**config.mk**
```make
export PLATFORM = sky130hd
export DESIGN_NAME = boot_loader_arbiter_flat
export DESIGN_NICKNAME = d
export VERILOG_FILES = /design/src/rtl/boot_loader_arbiter_if.sv /design/src/rtl/boot_loader_arbiter.sv /design/src/flat_wrapper.sv
export SDC_FILE = /design/constraint.sdc
export NUM_CORES = 1
export LEC_CHECK = 0
export ABC_CLOCK_PERIOD_IN_PS = 2600
export BUFFER_PORTS_ARGS = -buffer_cell sky130_fd_sc_hd__buf_2
export CAP_MARGIN = 20
export CORE_MARGIN = 10
export CORE_UTILIZATION = 48
export DETAILED_ROUTE_END_ITERATION = 12
export HOLD_SLACK_MARGIN = 0.08
export PLACE_DENSITY = 0.78
export SKIP_CTS_REPAIR_TIMING = 1
export SLEW_MARGIN = 20
export SYNTH_ARGS = -nofsm -noshare
export SYNTH_HDL_FRONTEND = slang
export SYNTH_SLANG_ARGS = --single-unit
```
**constraint.sdc**
```tcl
create_clock -name clk -period 2.6 [get_ports clk]
set_input_delay 0.52 -clock clk [delete_from_list [all_inputs] [get_ports clk]]
set_output_delay 0.52 -clock clk [all_outputs]
set_load 0.01 [all_outputs]
```
**src/rtl/boot_loader_arbiter_if.sv**
```systemverilog
//------------------------------------------------------------------------------
// boot_loader_arbiter_if
// CPU data port, memory data port, UART RX FIFO and boot status of the loader.
// Revision: 1.0
//------------------------------------------------------------------------------
`default_nettype none

interface boot_loader_arbiter_if;
  logic [31:0] cpu_addr;
  logic [31:0] cpu_writedata;
  logic        cpu_writectrl;
  logic        cpu_readctrl;
  logic [2:0]  cpu_funct3;
  logic [31:0] mem_addr;
  logic [31:0] mem_writedata;
  logic        mem_writectrl;
  logic        mem_readctrl;
  logic [2:0]  mem_funct3;
  logic        rx_empty;
  logic [7:0]  rx_data;
  logic        rx_rdreq;
  logic        cpu_hold;
  logic        boot_done;
  logic        boot_error;

  modport slave (
    input  cpu_addr, cpu_writedata, cpu_writectrl, cpu_readctrl, cpu_funct3,
    input  rx_empty, rx_data,
    output mem_addr, mem_writedata, mem_writectrl, mem_readctrl, mem_funct3,
    output rx_rdreq, cpu_hold, boot_done, boot_error
  );

  modport master (
    output cpu_addr, cpu_writedata, cpu_writectrl, cpu_readctrl, cpu_funct3,
    output rx_empty, rx_data,
    input  mem_addr, mem_writedata, mem_writectrl, mem_readctrl, mem_funct3,
    input  rx_rdreq, cpu_hold, boot_done, boot_error
  );
endinterface

`default_nettype wire

```
**src/rtl/boot_loader_arbiter.sv**
```systemverilog
//------------------------------------------------------------------------------
// boot_loader_arbiter
// Loads a UART program image into RAM after reset, then hands the port to the CPU.
// Revision: 1.0
//------------------------------------------------------------------------------
`default_nettype none

module boot_loader_arbiter #(
  parameter logic [31:0] LOAD_BASE = 32'h0000_0008,
  parameter logic [31:0] MAX_WORDS = 32'd32768,
  parameter bit          SKIP_BOOT = 1'b0
) (
  input logic                  clk,
  input logic                  rst,
  boot_loader_arbiter_if.slave bus
);

  localparam int WIDX_W = $clog2(MAX_WORDS) + 1;

  typedef enum logic [2:0] {
    S_HDR   = 3'd0,
    S_DATA  = 3'd1,
    S_WRITE = 3'd2,
    S_DONE  = 3'd3,
    S_ERR   = 3'd4
  } state_t;

  localparam state_t RESET_STATE = SKIP_BOOT ? S_DONE : S_HDR;

  state_t            state_q, state_d;
  logic [1:0]        byte_cnt_q, byte_cnt_d;
  logic [WIDX_W-1:0] word_idx_q, word_idx_d;
  logic [31:0]       asm_q, asm_d;
  logic [31:0]       n_q, n_d;
  logic              pending_q, pending_d;

  logic [31:0] w_asm;
  logic [31:0] w_idx;
  logic [31:0] w_next_idx;
  logic [31:0] w_load_addr;
  logic        w_fetch;
  logic        w_rdreq;

  // Assembly register with the byte arriving this cycle dropped into its lane.
  always_comb begin
    w_asm = asm_q;
    w_asm[{byte_cnt_q, 3'b000} +: 8] = bus.rx_data;
  end

  assign w_idx       = 32'(word_idx_q);
  assign w_next_idx  = w_idx + 32'd1;
  assign w_load_addr = LOAD_BASE + (w_idx << 2);
  assign w_fetch     = (state_q == S_HDR) || (state_q == S_DATA);
  assign w_rdreq     = w_fetch && !bus.rx_empty && !pending_q;

  always_ff @(posedge clk or posedge rst) begin
    if (rst) begin
      state_q    <= RESET_STATE;
      byte_cnt_q <= 2'd0;
      word_idx_q <= '0;
      asm_q      <= 32'd0;
      n_q        <= 32'd0;
      pending_q  <= 1'b0;
    end else begin
      state_q    <= state_d;
      byte_cnt_q <= byte_cnt_d;
      word_idx_q <= word_idx_d;
      asm_q      <= asm_d;
      n_q        <= n_d;
      pending_q  <= pending_d;
    end
  end

  always_comb begin
    state_d           = state_q;
    byte_cnt_d        = byte_cnt_q;
    word_idx_d        = word_idx_q;
    asm_d             = asm_q;
    n_d               = n_q;
    pending_d         = 1'b0;
    bus.mem_addr      = w_load_addr;
    bus.mem_writedata = asm_q;
    bus.mem_writectrl = 1'b0;
    bus.mem_readctrl  = 1'b0;
    bus.mem_funct3    = 3'b010;
    bus.rx_rdreq      = 1'b0;
    bus.cpu_hold      = 1'b1;
    bus.boot_done     = 1'b0;
    bus.boot_error    = 1'b0;

    case (state_q)
      S_HDR, S_DATA: begin
        bus.rx_rdreq = w_rdreq;
        pending_d    = w_rdreq;
        if (pending_q) begin
          asm_d      = w_asm;
          byte_cnt_d = byte_cnt_q + 2'd1;
          if (byte_cnt_q == 2'd3) begin
            if (state_q == S_DATA) begin
              state_d = S_WRITE;
            end else if (w_asm == 32'd0) begin
              state_d = S_DONE;
            end else if (w_asm > MAX_WORDS) begin
              state_d = S_ERR;
            end else begin
              n_d     = w_asm;
              state_d = S_DATA;
            end
          end
        end
      end
      S_WRITE: begin
        bus.mem_writectrl = 1'b1;
        word_idx_d        = word_idx_q + {{(WIDX_W-1){1'b0}}, 1'b1};
        state_d           = (w_next_idx == n_q) ? S_DONE : S_DATA;
      end
      S_DONE: begin
        // Zero-latency handover: the CPU sees the memory exactly as if wired directly.
        bus.mem_addr      = bus.cpu_addr;
        bus.mem_writedata = bus.cpu_writedata;
        bus.mem_writectrl = bus.cpu_writectrl;
        bus.mem_readctrl  = bus.cpu_readctrl;
        bus.mem_funct3    = bus.cpu_funct3;
        bus.cpu_hold      = 1'b0;
        bus.boot_done     = 1'b1;
      end
      S_ERR: begin
        bus.boot_error = 1'b1;
      end
      default: begin
        state_d = RESET_STATE;
      end
    endcase
  end

endmodule

`default_nettype wire

```
**src/flat_wrapper.sv**
```systemverilog
// flat-port wrapper written by rule: the top's interface ports become plain ports
module boot_loader_arbiter_flat 
#(
  parameter logic [31:0] LOAD_BASE = 32'h0000_0008,
  parameter logic [31:0] MAX_WORDS = 32'd32768,
  parameter bit          SKIP_BOOT = 1'b0
)
  (clk, rst, bus_cpu_addr, bus_cpu_writedata, bus_cpu_writectrl, bus_cpu_readctrl, bus_cpu_funct3, bus_rx_empty, bus_rx_data, bus_mem_addr, bus_mem_writedata, bus_mem_writectrl, bus_mem_readctrl, bus_mem_funct3, bus_rx_rdreq, bus_cpu_hold, bus_boot_done, bus_boot_error);
  boot_loader_arbiter_if bus_i ();
  input logic clk;
  input logic rst;
  input wire logic [$bits(bus_i.cpu_addr)-1:0] bus_cpu_addr;
  input wire logic [$bits(bus_i.cpu_writedata)-1:0] bus_cpu_writedata;
  input wire logic [$bits(bus_i.cpu_writectrl)-1:0] bus_cpu_writectrl;
  input wire logic [$bits(bus_i.cpu_readctrl)-1:0] bus_cpu_readctrl;
  input wire logic [$bits(bus_i.cpu_funct3)-1:0] bus_cpu_funct3;
  input wire logic [$bits(bus_i.rx_empty)-1:0] bus_rx_empty;
  input wire logic [$bits(bus_i.rx_data)-1:0] bus_rx_data;
  output wire logic [$bits(bus_i.mem_addr)-1:0] bus_mem_addr;
  output wire logic [$bits(bus_i.mem_writedata)-1:0] bus_mem_writedata;
  output wire logic [$bits(bus_i.mem_writectrl)-1:0] bus_mem_writectrl;
  output wire logic [$bits(bus_i.mem_readctrl)-1:0] bus_mem_readctrl;
  output wire logic [$bits(bus_i.mem_funct3)-1:0] bus_mem_funct3;
  output wire logic [$bits(bus_i.rx_rdreq)-1:0] bus_rx_rdreq;
  output wire logic [$bits(bus_i.cpu_hold)-1:0] bus_cpu_hold;
  output wire logic [$bits(bus_i.boot_done)-1:0] bus_boot_done;
  output wire logic [$bits(bus_i.boot_error)-1:0] bus_boot_error;
  assign bus_i.cpu_addr = bus_cpu_addr;
  assign bus_i.cpu_writedata = bus_cpu_writedata;
  assign bus_i.cpu_writectrl = bus_cpu_writectrl;
  assign bus_i.cpu_readctrl = bus_cpu_readctrl;
  assign bus_i.cpu_funct3 = bus_cpu_funct3;
  assign bus_i.rx_empty = bus_rx_empty;
  assign bus_i.rx_data = bus_rx_data;
  assign bus_mem_addr = bus_i.mem_addr;
  assign bus_mem_writedata = bus_i.mem_writedata;
  assign bus_mem_writectrl = bus_i.mem_writectrl;
  assign bus_mem_readctrl = bus_i.mem_readctrl;
  assign bus_mem_funct3 = bus_i.mem_funct3;
  assign bus_rx_rdreq = bus_i.rx_rdreq;
  assign bus_cpu_hold = bus_i.cpu_hold;
  assign bus_boot_done = bus_i.boot_done;
  assign bus_boot_error = bus_i.boot_error;
  boot_loader_arbiter #(.LOAD_BASE(LOAD_BASE), .MAX_WORDS(MAX_WORDS), .SKIP_BOOT(SKIP_BOOT)) u_core (.clk(clk), .rst(rst), .bus(bus_i));
endmodule
```
==> results of run 1 <==
-- worst max-delay path, delay by kind of cell, from the launching register on --
family          cells  cell delay [ns]
simple gates        3             1.20
compound gates      2             0.38
buf+inv             1             0.18
flops               1             0.41
mux                 1             0.31
-- layout by cell type, fill, tap and decap left out, types with 14 or more instances in the layout --
cell and n:
sky130_fd_sc_hd__buf_4 49, sky130_fd_sc_hd__a22o_1 14, sky130_fd_sc_hd__inv_1 19, sky130_fd_sc_hd__buf_2 152
sky130_fd_sc_hd__o21ai_0 68, sky130_fd_sc_hd__nor2_1 22, sky130_fd_sc_hd__and3_1 24, sky130_fd_sc_hd__xor2_1 23
sky130_fd_sc_hd__nand2_1 159, sky130_fd_sc_hd__nor2b_1 17, sky130_fd_sc_hd__xnor2_1 27, sky130_fd_sc_hd__dfrtp_1 81
-- layout make-up --
cell class              count  area [um^2]
repair buffers            207         1200
clock buffers              10          138
well taps                 140          175
multi-input cells         483         2960
fillers                   883         3990
clock inverters             6         68.8
flip-flops and latches     86         2160
inverters                  22         91.3
-- final timing paths --
check	depth (start not counted)	end	start
worst min-delay path	2	u_core.asm_q[30]	rst
min in group clk	2	u_core.pending_q	bus_rx_empty
max in group asynchronous	3	u_core.word_idx_q[5]	rst
worst min register to register	2	u_core.asm_q[24]	u_core.asm_q[24]
worst max register to register	7	u_core.n_q[8]	u_core.asm_q[7]
worst max-delay path	7	u_core.n_q[8]	u_core.asm_q[7]
-- through the flow --
| step | TNS (ns) | hold slack, ns | total power [mW] | cell area, um^2 | utilization [%] |
|---|---|---|---|---|---|
| 2_1_floorplan | -0.113 | 0.450 | 2.97 | 5300 | - |
| 3_3_place_gp | -0.426 | 0.479 | 3.73 | 6360 | 58.9 |
| 3_5_place_dp | -1.33 | 0.483 | 3.79 | 6360 | 58.9 |
| 4_1_cts | -0.205 | 0.306 | 4.78 | 6570 | 60.9 |
| 5_1_grt | -0.962 | 0.298 | 5.27 | 6800 | 63.0 |
| 6_report | -0.0598 | 0.297 | 4.98 | 6800 | 63.0 |
-- metal layers --
layer	wire length [um]	up-vias
met5	0	-
met4	359	0
met3	1170	37
met2	8260	241
met1	6490	2466
li1	-	2526
-- kinds of logic (layout without fill, tap and decap cells) --
family          count (synthesis)  in the layout  share of synthesized area, %
simple gates                  291            291                          26.1
fa+ha+maj                       8              8                          1.90
buf+inv                        72            245                          5.36
flops                          86             86                          40.8
compound gates                116            116                          13.7
xor+xnor                       50             50                          8.30
mux                            18             18                          3.77
-- state kept, by name, summed over array words and instances (netlist names) --
signal	flops
u_core.state_q	3
u_core.byte_cnt_q	2
u_core.asm_q	32
u_core.n_q	32
u_core.pending_q	1
u_core.word_idx_q	16
-- power groups by stage --
stage / Sequential, mW / Combinational, mW / Clock [mW]
3_3_place_gp: 1.84 / 1.90 / 0
2_1_floorplan: 1.78 / 1.19 / 0
4_1_cts: 1.83 / 1.95 / 1.00
5_1_grt: 1.87 / 2.34 / 1.07
3_5_place_dp: 1.85 / 1.94 / 0
6_report: 1.84 / 2.13 / 1.00
==> results.md, run 1 <==
- Routability cong.: 0.971
- Share of the synthesized area in the top cell type: 40.8%
- Final hold violation count: 0
- Share of synthesized area occupied by flip-flops and latches: 40.8%
- Cells taking the most area after synthesis: sky130_fd_sc_hd__dfrtp_1 (41%), sky130_fd_sc_hd__nand2_1 (11%), sky130_fd_sc_hd__o21ai_0 (6.5%)
- Violations in the final reports: negative setup slack
- Outcome: complete, but fails checks
- Initial antenna violation count: 0
- Maximum clock skew at final layout: 0.0150 ns
- Fraction of layout instances using a drive strength above 1: 32.2%
- Antenna Cells: 0
- Remaining max-slew budget at the tightest pin: 43.1%
- Cells after DPL: 926
- First-pass GRT wire length: 25.6 mm
- GR Layer Usage met3: 4.68%
- Post-synthesis cell area: 5270 um^2
- Root buffer cell: sky130_fd_sc_hd__clkbuf_8
- Worst-margin pin slew: 0.851 ns
- Area growth from synthesis to final layout: 28.9%
- Mean routed wirelength per cell: 17.1 um
- DIE WIDTH: 125 um
- Kind of end point of the critical path: register
- Clock buffer depth: 2
- Most congested layer reported by global routing: met2
- IR Drop Worst-Case VDD: 0.000556 V
- Count of flip-flops with a built-in enable after synthesis: 0
- Std-Cell Rows: 38
- Core outline area: 10800 um^2
- Worst setup SP type: register
- Setup repair after global routing missed its margin: yes
- Fmax: 382 MHz
- Critical Path Max Stage Delay: 0.55 ns
- CTS H-tree lvls: 3
- Vertical die dimension: 125 um
- Most instantiated library cell after synthesis: sky130_fd_sc_hd__nand2_1
- Pwr/cell area: 732 nW/um^2
- Pin count of the biggest net entering global routing: 39
- Cells along the critical path: or4_4 -> nor4_4 -> o2111ai_2 -> or3_4 -> a21oi_4 -> buf_6 -> mux2_4
- Maximum fanout along the worst path: 8
- Clock latency of the later-clocked register in the worst-skew pair: 0.37 ns
- Leakage component of the power: 3.47 nW
- Setup slack on the worst flop-to-flop path: -0.01 ns
- Class of the most critical setup path: register to register
- Via total after detailed routing: 5270
- Residual overflow from global routing: 0
- Final clock period utilization by the worst path: 101%
- Number of CTS-inserted buffers: 9
- Final worst-path setup slack: -0.0150 ns
- Count of pins on the block boundary: 153
- DRT iter0 DRCs: 374
- Slowest cell on the critical path: sky130_fd_sc_hd__or4_4
- Most numerous cell types in the synthesized netlist: sky130_fd_sc_hd__nand2_1 (161), sky130_fd_sc_hd__dfrtp_1 (86), sky130_fd_sc_hd__o21ai_0 (68), sky130_fd_sc_hd__clkbuf_1 (44), sky130_fd_sc_hd__xnor2_1 (27)
- Clock slew at the register clock pins of the worst setup and hold paths: 0.10 ns
- Syn avg cell area: 8.23 um^2
- Post-detailed-route DRC marker count: 0
- Arrival time of data at the critical path endpoint: 2.86 ns
- CP Data Required Time: 2.85 ns
- Per-cell via count in the routed design: 5.52
- Net switching power of the design: 1.94 mW
- Setup Viol. Count Final: 8
- Int Power: 3.03 mW
- Number of distinct library cells after synthesis: 57
- Routed Antenna Nets: 0
- Minimum clock period: 2.61 ns
- Synth Warn #: 0
- Gate count of the mapped netlist: 641
- Count of buffers from port buffering: 152
- Share of async-settable or async-resettable flops after synthesis: 100%
- Clock power share: 20.1%
- Final cell count without fillers: 954
- Total Routed Length: 16.3 mm
- Clock tree from TritonCTS: yes
- Clock net sink count: 86
- Top flip-flop cell by instance count after synthesis: sky130_fd_sc_hd__dfrtp_1
- Via count of the first global-routing pass: 5161
- Post-synthesis sequential element count: 86
- Hold Path Class: primary input to asynchronous set/reset pin
- Number of max-cap violations: 0
- Net count of the mapped netlist: 729
- Effective utilization at floorplan: 48.9%
- HPWL Detailed: 12.4 mm
- Post-synth top area cell: sky130_fd_sc_hd__dfrtp_1
- Post-layout net count: 897
- Met1 track utilization from global routing: 22.5%
- Die Outline Area: 15600 um^2
- Switching share of power: 39.0%
- Max-slew violations: 0
- Seq pwr share: 37.0%
- Proportion of power drawn by combinational gates: 42.8%
- Number of optimization iterations in the first detailed-route pass: 5
- Met2 Track Usage GR: 33.8%
- Worst setup timing slack at the placement stage: -0.0852 ns
- Total global-route track usage: 19.3%
Power figures use the tool's default switching activity.
==> run 2, diff against run 1 <==
--- a/config.mk
+++ b/config.mk
@@ -8,7 +8,7 @@
 export ABC_CLOCK_PERIOD_IN_PS = 2600
 export BUFFER_PORTS_ARGS = -buffer_cell sky130_fd_sc_hd__buf_2
 export CAP_MARGIN = 20
-export CORE_MARGIN = 10
+export CORE_ASPECT_RATIO = 0.7
 export CORE_UTILIZATION = 48
 export DETAILED_ROUTE_END_ITERATION = 12
 export HOLD_SLACK_MARGIN = 0.08
==> run 2 against run 1 <==
  * The run still ends with negative setup slack left
  * Setup slack got worse by 0.052 ns
  * Global-route usage increased by 8.9 points
  * Clock skew fell by 0.0067 ns
  * Critical path type unchanged
  * Largest power group unchanged
  * Highest routed layer unchanged
==> results.md, run 2 (synthesized netlist as in run 1, its figures left out) <==
- Outcome: complete, but fails checks (unchanged)
- Violations in the final reports: negative setup slack (unchanged)
- Kind of end point of the critical path: register (unchanged)
- Effective utilization at floorplan: 50.2% (was 48.9%)
- Clock latency of the later-clocked register in the worst-skew pair: 0.34 ns (was 0.37 ns)
- Remaining max-slew budget at the tightest pin: 58.1% (was 43.1%)
- Area growth from synthesis to final layout: 29.9% (was 28.9%)
- Clock net sink count: 86 (unchanged)
- Final clock period utilization by the worst path: 103% (was 101%)
- Total chip power: 5.43 mW (was 4.98 mW)
- CTS H-tree lvls: 3 (unchanged)
- Core outline area: 10500 um^2 (was 10800 um^2)
- Via total after detailed routing: 5379 (was 5270)
- DRT iter0 DRCs: 473 (was 374)
- Biggest regs: u_core.asm_q: 32 flops, u_core.n_q: 32 flops, u_core.word_idx_q: 16 flops (unchanged)
- Max-slew violations: 0 (unchanged)
- Count of pins on the block boundary: 153 (unchanged)
- Number of CTS-inserted buffers: 9 (unchanged)
- Met1 track utilization from global routing: 38.6% (was 22.5%)
- Hold Path Class: primary input to asynchronous set/reset pin (unchanged)
- CP Data Required Time: 2.82 ns (was 2.85 ns)
- GR Layer Usage met3: 7.86% (was 4.68%)
- Routed Antenna Nets: 0 (unchanged)
- Clock slew at the register clock pins of the worst setup and hold paths: 0.06 ns (was 0.10 ns)
- Final worst-path setup slack: -0.0670 ns (was -0.0150 ns)
- Arrival time of data at the critical path endpoint: 2.89 ns (was 2.86 ns)
- Slowest cell on the critical path: sky130_fd_sc_hd__or4_4 (unchanged)
- Fraction of layout instances using a drive strength above 1: 30.1% (was 32.2%)
- DIE WIDTH: 127 um (was 125 um)
- Summed negative setup slack over all endpoints: -0.747 ns (was -0.0598 ns)
- Residual overflow from global routing: 0 (unchanged)
- Total global-route track usage: 28.2% (was 19.3%)
- Clock buffer depth: 2 (unchanged)
- Count of buffers from port buffering: 152 (unchanged)
- Number of optimization iterations in the first detailed-route pass: 5 (unchanged)
- Die Outline Area: 11400 um^2 (was 15600 um^2)
- Maximum fanout along the worst path: 8 (unchanged)
- Mean routed wirelength per cell: 16.8 um (was 17.1 um)
- Pin count of the biggest net entering global routing: 62 (was 39)
- Number of buffer and inverter stages on the critical path: 1 (unchanged)
- Worst setup SP type: register (unchanged)
- Beginning of the worst register-to-register path: u_core.asm_q[6] (was u_core.asm_q[7])
- Total Routed Length: 16.0 mm (was 16.3 mm)
- Cells along the critical path: or4_4 -> nor4_4 -> o2111ai_2 -> or3_4 -> a21oi_4 -> clkbuf_16 -> mux2_4 (was or4_4 -> nor4_4 -> o2111ai_2 -> or3_4 -> a21oi_4 -> buf_6 -> mux2_4)
- Post-detailed-route DRC marker count: 0 (unchanged)
- Number of cells on the worst reg-to-reg path: 7 (unchanged)
- Class of the most critical setup path: register to register (unchanged)
- Final hold violation count: 0 (unchanged)
- Root buffer cell: sky130_fd_sc_hd__clkbuf_16 (was sky130_fd_sc_hd__clkbuf_8)
- IR Drop Worst-Case VDD: 0.000380 V (was 0.000556 V)
- Number of max-cap violations: 0 (unchanged)
- Initial antenna violation count: 0 (unchanged)
- Vertical die dimension: 89.7 um (was 125 um)
- Routability cong.: 0.961 (was 0.971)
- Maximum clock skew at final layout: 0.00827 ns (was 0.0150 ns)
- Antenna Cells: 0 (unchanged)
- Worst-margin pin slew: 0.628 ns (was 0.851 ns)
- HPWL Detailed: 11.6 mm (was 12.4 mm)
- Most congested layer reported by global routing: met2 (unchanged)
- Std-Cell Rows: 31 (was 38)
- Via count of the first global-routing pass: 5159 (was 5161)
- Post-layout net count: 888 (was 897)
- Kind of cell adding the most delay to the critical path: simple AND/OR/NAND/NOR gates (unchanged)
- Fmax: 375 MHz (was 382 MHz)
- Minimum clock period: 2.67 ns (was 2.61 ns)
- Critical Path Max Stage Delay: 0.55 ns (about the same)
- Setup slack on the worst flop-to-flop path: -0.07 ns (was -0.01 ns)
- Most frequent standard cell in the layout excluding fill and tap cells: sky130_fd_sc_hd__nand2_1 (unchanged)
- Leakage component of the power: 3.48 nW (was 3.47 nW)
- First-pass GRT wire length: 25.4 mm (was 25.6 mm)
- Clock tree from TritonCTS: yes (unchanged)
- Setup repair after global routing missed its margin: yes (unchanged)
- Met2 Track Usage GR: 43.4% (was 33.8%)
- Per-cell via count in the routed design: 5.65 (was 5.52)
- Setup Viol. Count Final: 14 (was 8)
- Pwr/cell area: 793 nW/um^2 (was 732 nW/um^2)
- Endpoint of the worst register-to-register path: u_core.n_q[5] (was u_core.n_q[8])
- Commonest cells after routing, fill and taps aside: sky130_fd_sc_hd__nand2_1 (160), sky130_fd_sc_hd__buf_2 (152), sky130_fd_sc_hd__dfrtp_1 (84) (was sky130_fd_sc_hd__nand2_1 (159), sky130_fd_sc_hd__buf_2 (152), sky130_fd_sc_hd__dfrtp_1 (81))
[run 2: cell count changes in the layout (fill, tap and decap cells not counted), moves of 2 or more]
cell,before,now
sky130_fd_sc_hd__buf_12,1,3
sky130_fd_sc_hd__buf_4,49,40
sky130_fd_sc_hd__buf_6,5,2
sky130_fd_sc_hd__clkbuf_1,0,2
sky130_fd_sc_hd__clkbuf_16,0,10
sky130_fd_sc_hd__clkbuf_8,10,0
sky130_fd_sc_hd__dfrtp_1,81,84
sky130_fd_sc_hd__dfrtp_2,5,2
sky130_fd_sc_hd__inv_6,3,1
sky130_fd_sc_hd__mux2_1,2,6
sky130_fd_sc_hd__mux2_4,12,7
[run 2: cell type report]
cell class                      instances  area, um^2
Inverter                               22        91.3
Clock inverter                          4        72.6
Sequential cell                        86        2150
Tap cell                              148         185
Fill cell                             858        3660
Multi-Input combinational cell        483        2940
Clock buffer                           11         233
Timing Repair Buffer                  198        1170
[run 2: worst register-to-register path, cell delays in order (launching register included)]
cell and delay (ns):
sky130_fd_sc_hd__dfrtp_1 0.40, sky130_fd_sc_hd__or4_4 0.55, sky130_fd_sc_hd__nor4_4 0.28, sky130_fd_sc_hd__o2111ai_2 0.20
sky130_fd_sc_hd__or3_4 0.38, sky130_fd_sc_hd__a21oi_4 0.24, sky130_fd_sc_hd__clkbuf_16 0.21, sky130_fd_sc_hd__mux2_4 0.30
[run 2: routing by layer]
layer / up-vias / wire, um
met5: - / 0
met4: 0 / 392
met3: 47 / 1440
met2: 300 / 7160
met1: 2540 / 6990
li1: 2492 / -
[run 2: metrics by stage]
stage | setup WS (ns) | cells | utilization, % | instance area, um^2 | hold WS (ns)
after floorplan | -0.0113 | 641 | - | 5300 | 0.450
after global routing | -0.225 | 952 | 65.2 | 6850 | 0.288
final | -0.0670 | 952 | 65.2 | 6850 | 0.250
after CTS | -0.125 | 947 | 63.6 | 6690 | 0.263
after global placement | -0.0627 | 932 | 60.7 | 6380 | 0.479
after detailed placement | -0.100 | 932 | 60.7 | 6380 | 0.489
[run 2: worst max path at each step]
| stage | start | to | slack (ns) | depth (start not counted) |
|---|---|---|---|---|
| floorplan | bus_rx_data[6] | u_core.n_q[10] | -0.01 | 8 |
| global placement | bus_rx_data[6] | u_core.n_q[14] | -0.06 | 8 |
| detailed placement | bus_rx_data[6] | u_core.n_q[1] | -0.10 | 8 |
| CTS | u_core.asm_q[4] | u_core.n_q[3] | -0.12 | 7 |
| global route | u_core.byte_cnt_q[1] | u_core.n_q[11] | -0.22 | 9 |
| finish | u_core.asm_q[6] | u_core.n_q[5] | -0.07 | 7 |
[run 2: power breakdown]
group / total, mW / switching, mW / leakage (nW) / internal [mW]
Clock: 1.36 / 0.527 / 0.146 / 0.836
Combinational: 2.22 / 1.25 / 2.20 / 0.973
Sequential: 1.84 / 0.238 / 1.13 / 1.61
Total: 5.43 / 2.02 / 3.48 / 3.41
